### src/rtl/shiftreg_seq_pkg.sv
// -----------------------------------------------------------------------------
// shiftreg_seq_pkg
// Shared definitions for the TMIIa configuration shift-register sequencer.
//   seq_state_t : sequencer state encoding
//   eff_len()   : maps the requested length onto the number of bits actually
//                 shifted (0 or anything above the register width selects the
//                 full register width)
// -----------------------------------------------------------------------------
package shiftreg_seq_pkg;

   typedef enum logic [2:0] {
      ST_IDLE,
      ST_SETUP,
      ST_HIGH,
      ST_LOW,
      ST_LOAD,
      ST_DONE
   } seq_state_t;

   function automatic int eff_len(input int req_len, input int max_len);
      if (req_len == 0 || req_len > max_len) begin
         return max_len;
      end
      return req_len;
   endfunction

endpackage

### src/rtl/shiftreg_tick_gen.sv
// -----------------------------------------------------------------------------
// shiftreg_tick_gen
// Prescaler for the shift-clock sequencer. Counts clk_in cycles and asserts
// tick on the last cycle of every half-period of 2**div cycles, then wraps.
// With div = 0 tick is high every cycle.
// Ports:
//   clk_in : reference clock
//   rst    : asynchronous active-low reset
//   clear  : restart the half-period (count returns to 0 on the next edge)
//   div    : half-period exponent
//   tick   : last cycle of the current half-period
// -----------------------------------------------------------------------------
module shiftreg_tick_gen #(
   parameter int DIV_WIDTH   = 4,
   parameter int COUNT_WIDTH = 16
) (
   input  logic                 clk_in,
   input  logic                 rst,
   input  logic                 clear,
   input  logic [DIV_WIDTH-1:0] div,
   output logic                 tick
);

   logic [COUNT_WIDTH-1:0] count;
   logic [COUNT_WIDTH-1:0] limit;

   always_comb begin
      limit = (COUNT_WIDTH'(1) << div) - COUNT_WIDTH'(1);
   end

   assign tick = (count == limit);

   always_ff @(posedge clk_in or negedge rst) begin
      if (!rst) begin
         count <= '0;
      end else if (clear || tick) begin
         count <= '0;
      end else begin
         count <= count + COUNT_WIDTH'(1);
      end
   end

endmodule

### src/rtl/shiftreg_seq_ctrl.sv
// -----------------------------------------------------------------------------
// shiftreg_seq_ctrl
// Sequencer for the TMIIa configuration shift register. Produces a registered
// shift clock (half-period 2**div clk_in cycles), shifts a programmable-length
// word out MSB-first, captures the chip's serial readback on the same
// transaction and pulses a load strobe at the end.
// Ports:
//   clk_in  : reference clock
//   rst     : asynchronous active-low reset
//   start   : transaction request, only honoured when not busy
//   div     : half-period exponent, latched at accept
//   len     : bits to shift (0 or > SR_WIDTH means SR_WIDTH), latched at accept
//   wr_data : write word, bit L-1 shifted first, latched at accept
//   rd_data : captured readback, right-aligned, first sampled bit at bit L-1
//   busy    : high from the accept edge until done
//   done    : one-cycle completion pulse
//   sr_clk  : shift clock to chip
//   sr_din  : serial data to chip
//   sr_dout : serial readback from chip (clk_in domain)
//   sr_load : latch strobe to chip
// -----------------------------------------------------------------------------
module shiftreg_seq_ctrl
   import shiftreg_seq_pkg::*;
#(
   parameter int SR_WIDTH    = 32,
   parameter int LEN_WIDTH   = 6,
   parameter int DIV_WIDTH   = 4,
   parameter int COUNT_WIDTH = 16
) (
   input  logic                 clk_in,
   input  logic                 rst,
   input  logic                 start,
   input  logic [DIV_WIDTH-1:0] div,
   input  logic [LEN_WIDTH-1:0] len,
   input  logic [SR_WIDTH-1:0]  wr_data,
   output logic [SR_WIDTH-1:0]  rd_data,
   output logic                 busy,
   output logic                 done,
   output logic                 sr_clk,
   output logic                 sr_din,
   input  logic                 sr_dout,
   output logic                 sr_load
);

   seq_state_t           state;
   logic [DIV_WIDTH-1:0] div_q;
   logic [LEN_WIDTH-1:0] bits_left;
   logic [LEN_WIDTH-1:0] len_eff;
   logic [SR_WIDTH-1:0]  wr_aligned;
   logic [SR_WIDTH-1:0]  wr_q;
   logic [SR_WIDTH-1:0]  cap;
   logic                 accept;
   logic                 tick;

   // The write word is left-aligned so bit L-1 sits at the MSB; every later
   // bit is then simply the MSB of a left-shifting register.
   always_comb begin
      len_eff    = LEN_WIDTH'(eff_len(int'(len), SR_WIDTH));
      wr_aligned = wr_data << (SR_WIDTH - int'(len_eff));
   end

   // DONE accepts a new request like IDLE, so a held start re-launches on the
   // edge that ends the done pulse.
   assign accept = start && ((state == ST_IDLE) || (state == ST_DONE));

   shiftreg_tick_gen #(
      .DIV_WIDTH   (DIV_WIDTH),
      .COUNT_WIDTH (COUNT_WIDTH)
   ) u_tick_gen (
      .clk_in (clk_in),
      .rst    (rst),
      .clear  (accept),
      .div    (div_q),
      .tick   (tick)
   );

   // Data path: pending write bits and readback capture. Both are fully
   // (re)initialised at accept, so they carry no reset.
   always_ff @(posedge clk_in) begin
      if (accept) begin
         wr_q <= wr_aligned << 1;
         cap  <= '0;
      end else if (tick && (state == ST_HIGH)) begin
         // Readback is sampled at the end of the high phase, just before the
         // falling edge of sr_clk.
         cap  <= {cap[SR_WIDTH-2:0], sr_dout};
         wr_q <= wr_q << 1;
      end
   end

   // Control FSM with registered pin and handshake outputs.
   always_ff @(posedge clk_in or negedge rst) begin
      if (!rst) begin
         state     <= ST_IDLE;
         div_q     <= '0;
         bits_left <= '0;
         sr_clk    <= 1'b0;
         sr_din    <= 1'b0;
         sr_load   <= 1'b0;
         busy      <= 1'b0;
         done      <= 1'b0;
         rd_data   <= '0;
      end else begin
         case (state)
            ST_IDLE, ST_DONE: begin
               done <= 1'b0;
               if (accept) begin
                  div_q     <= div;
                  bits_left <= len_eff;
                  sr_din    <= wr_aligned[SR_WIDTH-1];
                  busy      <= 1'b1;
                  state     <= ST_SETUP;
               end else begin
                  state <= ST_IDLE;
               end
            end

            ST_SETUP: begin
               if (tick) begin
                  sr_clk <= 1'b1;
                  state  <= ST_HIGH;
               end
            end

            ST_HIGH: begin
               if (tick) begin
                  sr_clk    <= 1'b0;
                  bits_left <= bits_left - LEN_WIDTH'(1);
                  // After the last bit the data line holds its value.
                  if (bits_left != LEN_WIDTH'(1)) begin
                     sr_din <= wr_q[SR_WIDTH-1];
                  end
                  state <= ST_LOW;
               end
            end

            ST_LOW: begin
               if (tick) begin
                  if (bits_left == '0) begin
                     sr_load <= 1'b1;
                     state   <= ST_LOAD;
                  end else begin
                     sr_clk <= 1'b1;
                     state  <= ST_HIGH;
                  end
               end
            end

            ST_LOAD: begin
               if (tick) begin
                  sr_load <= 1'b0;
                  done    <= 1'b1;
                  busy    <= 1'b0;
                  rd_data <= cap;
                  state   <= ST_DONE;
               end
            end

            default: begin
               state <= ST_IDLE;
            end
         endcase
      end
   end

endmodule

### config.mk
export PLATFORM = sky130hd
export DESIGN_NAME = shiftreg_seq_ctrl
export DESIGN_NICKNAME = d
export VERILOG_FILES = /design/src/rtl/shiftreg_seq_pkg.sv /design/src/rtl/shiftreg_tick_gen.sv /design/src/rtl/shiftreg_seq_ctrl.sv
export SDC_FILE = /design/constraint.sdc
export NUM_CORES = 1
export LEC_CHECK = 0
export CORE_ASPECT_RATIO = 1.5
export CORE_MARGIN = 2
export CORE_UTILIZATION = 30
export CTS_CLUSTER_SIZE = 25
export DETAILED_ROUTE_END_ITERATION = 12
export MAX_ROUTING_LAYER = met4
export PLACE_DENSITY = 0.45
export SETUP_SLACK_MARGIN = 0.1
export SYNTH_ARGS = -nofsm -noshare
export SYNTH_HDL_FRONTEND = slang
export SYNTH_SLANG_ARGS = --single-unit
### constraint.sdc
create_clock -name clk_in -period 8.7 [get_ports clk_in]
set_input_delay 2.175 -clock clk_in [delete_from_list [all_inputs] [get_ports clk_in]]
set_output_delay 2.175 -clock clk_in [all_outputs]
set_load 0.1 [all_outputs]
==> Flow_metrics.wiki, run 1 <==
{| class="wikitable"
! Metric !! Value
|-
| Status || completed
|-
| Die outline area || ~0.028 mm2
|-
| Relative slew slack || about a third
|-
| Reg clk slew, reported paths || 60 ps
|-
| Top-level I/O count || between 80 and 90
|-
| Data arrival at the endpoint of the critical path || roughly 6000 ps
|-
| Post-detailed-route via-to-cell ratio || between 5 and 6
|-
| First element of the critical path || len[5]
|-
| Internal reg-to-reg setup slack || 4390 ps
|-
| Min Tclk post-route || ~5800 ps
|-
| Path category of the worst min-delay check || reg -> reg
|-
| Number of levels the H-tree was split into || 4
|-
| Max-slew violation total from the final report || 0
|-
| Post-CTS sizing || 0
|-
| Number of antenna violations at the first check in global routing || 0
|-
| Dpl cells || between 1000 and 1500
|-
| Worst Skew || ~7.6 ps
|-
| Required time of the critical path || ~9000 ps
|-
| Leakage power || 0.00390 uW
|-
| Cell Pwr Density || approximately 220 mW/mm2
|-
| Portion of synthesized cell area occupied by the leading cell type || between 20% and 30%
|-
| Nature of the critical path endpoint || flip-flop
|-
| Type of the worst setup path || in -> reg
|-
| Initial Utilization || ~30%
|-
| Post-synthesis mux area share || approximately 16%
|-
| Slew at the pin closest to its max-slew limit || approximately 1000 ps
|-
| Fill cell total of the finished layout || 2700
|-
| Mean Syn Cell Area || a little under 10 um2
|-
| CTS root buf || sky130_fd_sc_hd__clkbuf_16
|-
| Post-synth EDFFs || 31
|-
| Pre-CTS worst setup slack || between 2000 and 3000 ps
|-
| Placeable core region || about 0.026 mm2
|-
| Share of layout cells above drive strength 1 || about 13%
|-
| Flop and latch count out of synthesis || ~130
|-
| Sequential cell area fraction in the yosys report || between 40% and 50%
|-
| Initial DRC Count || around 400
|-
| Number of iterations in the first detailed-routing pass || 5
|-
| Synthesized cell area || just under 0.008 mm2
|-
| Clock Sinks || approximately 130
|-
| # nets final || around 930
|-
| Y dimension of the die || 203 um
|-
| Largest cells by area after synthesis || sky130_fd_sc_hd__dfrtp_1 (21%), sky130_fd_sc_hd__edfxtp_1 (12%), sky130_fd_sc_hd__dfxtp_1 (8.1%)
|-
| Global-route wire length before repair || 36400 um
|-
| Maximum vdd ir drop || 0.0831 mV
|-
| Most repeated cell in the gate-level netlist after synthesis || sky130_fd_sc_hd__nand2_1
|-
| Post-synthesis share of cell area spent on full adders, half adders and majority gates || 0.786%
|-
| Average wire length per cell after detail routing || ~18 um
|-
| CTS tree || yes
|-
| End of the critical path || wr_q[27]
|-
| Maximum capacitance violations || 0
|-
| Number of hold violations in the final report || 0
|-
| Post-CTS setup buffers || 0
|-
| Final weighted congestion in routability-driven placement || roughly 0.88
|-
| Highest fanout seen on the critical path || 12
|-
| Number of buffers created by CTS || 17
|-
| Non-Filler Instances || 1232
|-
| Syn_nets || between 800 and 900
|-
| Worst r2r dst || wr_q[17]
|-
| Final worst-path setup slack || between 2000 and 3000 ps
|-
| Final period util || about two thirds
|-
| Max Clock Freq || 0.174 GHz
|-
| Post-route DRC violation count || 0
|-
| IO Port Bufs || 82
|-
| Xor-xnor portion of the synthesized cell area || under 10%
|-
| Most common library cells after synthesis || sky130_fd_sc_hd__nand2_1 (140), sky130_fd_sc_hd__dfrtp_1 (66), sky130_fd_sc_hd__nor2_1 (61)
|-
| Synth async-reset ratio || between 50% and 60%
|-
| Unrepaired setup endpoints after global routing || false
|-
| Pin count of the biggest net entering global routing || 67
|-
| Diodes inserted || 0
|-
| Number of standard-cell rows in the floorplan || 73
|-
| Worst reg2reg startpoint || div_q[1]
|-
| Post-Place Cell Area || roughly 0.009 mm2
|-
| Combinational family with the most area after synthesis || simple AND/OR/NAND/NOR gates
|-
| TNS Setup || 0 ps
|-
| ANT nets after route || 0
|-
| Synth Area in Compound Gates || 16.9%
|-
| Die width || 137 um
|-
| Total gr overflow || 0
|-
| Top FF cell, synth || sky130_fd_sc_hd__dfrtp_1
|-
| Reg2Reg Depth || 10
|-
| Final std cell area, no fill || 0.00960 mm2
|-
| Startpoint type of the worst setup path || input pin
|-
| Final Power || 2160 uW
|-
| Clock insertion delay at the later pin of the skew report || roughly 420 ps
|-
| Synth unique cells || 82
|-
| Routed via count || around 6500
|-
| Warnings from Yosys || 0
|-
| Area growth syn-to-layout || 20.7%
|-
| Total length of routed wires || about 22000 um
|-
| Maximum count of clock buffers along a single path || 2
|-
| Post-cts hold buffer count || 0
|-
| Number of instances in the synthesized netlist || slightly above 800
|-
| Detail Placement HPWL || around 16000 um
|-
| Total routing usage reported by global routing || between 10% and 20%
|-
| Synthesized-area fraction occupied by and/or/nand/nor cells || roughly 18%
|-
| Synth area leader || sky130_fd_sc_hd__dfrtp_1
|-
| Number of global-route vias before repair || around 6600
|-
| Final-report setup violation count || 0
|}
==> report_power, final <==
part	switching, uW	internal [uW]
Sequential	112	708
Combinational	351	258
Clock	286	442
==> layout make-up <==
cell class                 count  area (um2)  share of cell area, %
clock inverter                13         145                   1.51
timing repair buffer          98         936                   9.75
sequential                   129        3220                   33.6
tap                          337         422                   4.39
inverter                      11        41.3                  0.430
clock buffer                  19         453                   4.72
multi-input combinational    625        4380                   45.6
==> worst max-delay path: stages <==
cell and delay [ps]:
sky130_fd_sc_hd__clkdlybuf4s50_1 690, sky130_fd_sc_hd__and2b_2 280, sky130_fd_sc_hd__clkinv_1 190, sky130_fd_sc_hd__ha_1 420, sky130_fd_sc_hd__or3b_1 440, sky130_fd_sc_hd__a221oi_2 770, sky130_fd_sc_hd__nor2_1 330, sky130_fd_sc_hd__nand2_1 250
sky130_fd_sc_hd__o32ai_1 120, sky130_fd_sc_hd__a221o_1 270
==> per-stage QoR <==
stage | hold WS, ps | utilization (%)
after floorplan | 431 | -
after global placement | 442 | 34.2
after detailed placement | 446 | 34.2
after CTS | 455 | 36.5
after global routing | 486 | 36.5
final | 453 | 36.5
==> flip-flops by register name, indices dropped and copies added (netlist names) <==
| register | cells |
|---|---|
| state | 3 |
| sr_load | 1 |
| sr_clk | 1 |
| wr_q | 31 |
| bits_left | 6 |
| rd_data | 32 |
| div_q | 4 |
| done | 1 |
| busy | 1 |
| u_tick_gen.count | 16 |
| cap | 32 |
| sr_din | 1 |
==> layout by cell type, fill, tap and decap left out, types with 6 or more instances in the layout <==
| master | count |
|---|---|
| sky130_fd_sc_hd__and3_1 | 8 |
| sky130_fd_sc_hd__edfxtp_1 | 31 |
| sky130_fd_sc_hd__mux2_4 | 26 |
| sky130_fd_sc_hd__a32o_1 | 6 |
| sky130_fd_sc_hd__xnor2_1 | 14 |
| sky130_fd_sc_hd__o211ai_1 | 6 |
| sky130_fd_sc_hd__nor2_1 | 61 |
| sky130_fd_sc_hd__o21a_1 | 7 |
| sky130_fd_sc_hd__nand3_1 | 28 |
| sky130_fd_sc_hd__mux2i_1 | 38 |
| sky130_fd_sc_hd__a21oi_1 | 59 |
| sky130_fd_sc_hd__o21ai_0 | 37 |
| sky130_fd_sc_hd__a211oi_1 | 13 |
| sky130_fd_sc_hd__clkdlybuf4s50_1 | 81 |
| sky130_fd_sc_hd__a22o_1 | 6 |
| sky130_fd_sc_hd__nand2_1 | 140 |
| sky130_fd_sc_hd__inv_1 | 10 |
| sky130_fd_sc_hd__clkbuf_16 | 17 |
| sky130_fd_sc_hd__and2_1 | 6 |
| sky130_fd_sc_hd__inv_6 | 6 |
| sky130_fd_sc_hd__a31oi_1 | 8 |
| sky130_fd_sc_hd__dfrtp_1 | 66 |
| sky130_fd_sc_hd__nand2b_1 | 6 |
| sky130_fd_sc_hd__nor2b_1 | 8 |
| sky130_fd_sc_hd__mux4_2 | 18 |
| sky130_fd_sc_hd__mux2_2 | 9 |
| sky130_fd_sc_hd__nor3_1 | 10 |
| sky130_fd_sc_hd__xor2_1 | 11 |
| sky130_fd_sc_hd__dfxtp_1 | 32 |
| sky130_fd_sc_hd__buf_4 | 16 |
==> worst min-delay path by stage <==
| stage | startpoint | to | slack, ps | cells after the start |
|---|---|---|---|---|
| finish | cap[31] | cap[31] | 450 | 2 |
| global route | cap[2] | cap[2] | 490 | 2 |
| CTS | cap[31] | cap[31] | 460 | 2 |
| detailed placement | cap[31] | cap[31] | 450 | 2 |
| global placement | cap[31] | cap[31] | 440 | 2 |
| floorplan | cap[31] | cap[31] | 430 | 2 |
==> layer usage <==
| metal | up-vias | global-route usage (%) | share of wire, % |
|---|---|---|---|
| li1 | 3142 | - | - |
| met1 | 3137 | 19.6 | 41 |
| met2 | 166 | 28.9 | 52 |
| met4 | 0 | 9.06 | 4.1 |
| met5 | - | - | 0 |
| met3 | 49 | 2.24 | 3.5 |
==> cell families after synthesis <==
logic type,count (synthesis)
XOR/XNOR,27
adder cells (fa/ha/maj),5
flip-flops,129
AND/OR/NAND/NOR,304
buffers and inverters,74
multiplexers,92
AO/OA/AOI/OAI,197
Note: power is estimated with default switching activity, not from simulation.
==> inputs of run 2 (changes only) <==
==> constraint.sdc (replaced) <==
create_clock -name clk_in -period 5.5 [get_ports clk_in]
set_input_delay 1.375 -clock clk_in [delete_from_list [all_inputs] [get_ports clk_in]]
set_output_delay 1.375 -clock clk_in [all_outputs]
set_load 0.1 [all_outputs]
==> run 2 against run 1 <==
  * Non-clock buffer count is 6 higher
  * Design area grew 0.60%
  * Die area stayed put
  * First-iteration DRC count decreased by 10%
  * Sequential power rose by 61%
  * Critical path depth did not move
  * Core utilization is 0.22 points higher
  * Critical path type unchanged
==> Flow_metrics.wiki, run 2 (synthesized netlist as in run 1, its figures left out) <==
{| class="wikitable"
! Metric !! Value
|-
| Number of standard-cell rows in the floorplan || 73
|-
| Final weighted congestion in routability-driven placement || 0.899
|-
| Detail Placement HPWL || 16800 um
|-
| End of the critical path || wr_q[25]
|-
| Highest fanout seen on the critical path || 14
|-
| Highest-count cells in the layout ignoring fill and taps || sky130_fd_sc_hd__nand2_1 (140), sky130_fd_sc_hd__clkdlybuf4s50_1 (81), sky130_fd_sc_hd__dfrtp_1 (66)
|-
| Internal reg-to-reg setup slack || 1520 ps
|-
| Data arrival at the endpoint of the critical path || 4730 ps
|-
| Maximum vdd ir drop || around 0.16 mV
|-
| First element of the critical path || len[5]
|-
| Number of levels the H-tree was split into || 4
|-
| Min Tclk post-route || 4590 ps
|-
| Die width || around 140 um
|-
| Total gr overflow || 0
|-
| Placeable core region || 0.0263 mm2
|-
| CTS root buf || sky130_fd_sc_hd__clkbuf_16
|-
| Maximum count of clock buffers along a single path || 2
|-
| Total routing usage reported by global routing || roughly 17%
|-
| Largest stage delay, worst path || approximately 690 ps
|-
| Area growth syn-to-layout || 21.4%
|-
| TNS Setup || 0 ps
|-
| Diodes inserted || 0
|-
| # nets final || between 900 and 1000
|-
| Post-route DRC violation count || 0
|-
| Leakage power || about 0.004 uW
|-
| Pre-CTS worst setup slack || roughly 470 ps
|-
| Total length of routed wires || 22800 um
|-
| Nature of the critical path endpoint || flip-flop
|-
| Number of antenna violations at the first check in global routing || 0
|-
| Share of layout cells above drive strength 1 || between 10% and 20%
|-
| Startpoint type of the worst setup path || input pin
|-
| Max Clock Freq || 0.218 GHz
|-
| Type of the worst setup path || in -> reg
|-
| Top Registers || cap (32), rd_data (32), wr_q (31)
|-
| Required time of the critical path || approximately 5600 ps
|-
| Number of buffers created by CTS || 17
|-
| Top-level I/O count || between 80 and 90
|-
| Number of hold violations in the final report || 0
|-
| Cell Pwr Density || about 360 mW/mm2
|-
| Slew at the pin closest to its max-slew limit || 1020 ps
|-
| Worst reg2reg startpoint || div_q[1]
|-
| Initial Utilization || 30.2%
|-
| Pin count of the biggest net entering global routing || 57
|-
| Reg2Reg Depth || 9
|-
| Maximum capacitance violations || 0
|-
| Post-CTS setup buffers || 0
|-
| Clock Sinks || between 100 and 150
|-
| Unrepaired setup endpoints after global routing || false
|-
| Relative slew slack || roughly 32%
|-
| Post-cts hold buffer count || 0
|-
| Die outline area || 0.0279 mm2
|-
| Fill cell total of the finished layout || approximately 2700
|-
| Reg clk slew, reported paths || roughly 60 ps
|-
| Post-CTS sizing || 0
|-
| ANT nets after route || 0
|-
| Final worst-path setup slack || 912 ps
|-
| Status || completed
|-
| Number of global-route vias before repair || 6545
|-
| Number of iterations in the first detailed-routing pass || 5
|-
| Post-detailed-route via-to-cell ratio || between 5 and 6
|-
| Routed via count || 6479
|-
| Worst path cell trace || clkdlybuf4s50_1, and2b_2, clkinv_1, ha_1, or3b_1, a221o_1, nand2_1, nor2_1, a22oi_1, o21ai_0
|-
| Clock insertion delay at the later pin of the skew report || around 410 ps
|-
| CTS tree || yes
|-
| Average wire length per cell after detail routing || around 18 um
|-
| Path category of the worst min-delay check || reg -> reg
|-
| Max-slew violation total from the final report || 0
|-
| Cell with the largest stage delay on the worst path || sky130_fd_sc_hd__clkdlybuf4s50_1
|-
| Initial DRC Count || ~370
|-
| Y dimension of the die || between 200 and 250 um
|-
| Final-report setup violation count || 0
|-
| Global-route wire length before repair || 36800 um
|-
| Leading cell type in the layout, fill and taps excluded || sky130_fd_sc_hd__nand2_1
|-
| Worst Skew || 11.7 ps
|-
| Worst r2r dst || wr_q[14]
|-
| Final period util || between 80% and 90%
|-
| IO Port Bufs || 82
|}
==> run 2: changes by cell type in the layout (fill, tap and decap cells not counted) <==
| cell | previous run | this run |
|---|---|---|
| sky130_fd_sc_hd__buf_4 | 16 | 22 |
| sky130_fd_sc_hd__bufinv_16 | 2 | 3 |
| sky130_fd_sc_hd__clkbuf_1 | 0 | 2 |
| sky130_fd_sc_hd__clkinv_2 | 2 | 1 |
| sky130_fd_sc_hd__clkinv_4 | 1 | 0 |
| sky130_fd_sc_hd__inv_4 | 1 | 2 |
| sky130_fd_sc_hd__inv_6 | 6 | 4 |
==> run 2: power breakdown <==
part | leakage [uW] | internal (uW) | switching [uW]
clock | 0.000300 | 743 | 435
sequential | 0.00143 | 1120 | 195
combinational | 0.00220 | 413 | 548
==> run 2: stage by stage <==
step           total power (uW)  utilization (%)  cell area, um2  instances  hold WS (ps)
2_1_floorplan              2030                -            7960        828           431
3_3_place_gp               2290             34.4            9050       1206           443
4_1_cts                    3500             36.7            9660       1238           462
5_1_grt                    3660             36.7            9660       1238           485
6_report                   3450             36.7            9660       1238           457
3_5_place_dp               2300             34.4            9050       1206           453
==> run 2: worst max-delay path, delay by kind of cell <==
kind            cells  cell delay (ps)
simple gates        4             1140
fa+ha+maj           1              370
buf+inv             2              750
compound gates      3             1090
==> run 2: how the worst min path moves through the flow <==
stage                        from       to  slack, ps  cells past startpoint
after floorplan           cap[31]  cap[31]        430                      2
after global placement    cap[31]  cap[31]        440                      2
after detailed placement  cap[31]  cap[31]        450                      2
after CTS                 cap[31]  cap[31]        460                      2
after global routing      cap[31]  cap[31]        480                      2
final                     cap[31]  cap[31]        460                      2
==> run 2: metal layers <==
metal  GRT usage (%)  routed length (um)
met2            29.3               11700
met5               -                   0
met3            2.36                 537
met1            20.1                9500
met4            9.09                1050
==> run 2: layout make-up <==
type	count	area, um2	area share [%]
clock inverters	11	150	1.55
inverters	11	41.3	0.427
clock buffers	21	460	4.77
multi-input cells	625	4380	45.4
flip-flops and latches	129	3220	33.4
repair buffers	104	981	10.2
well taps	337	422	4.37
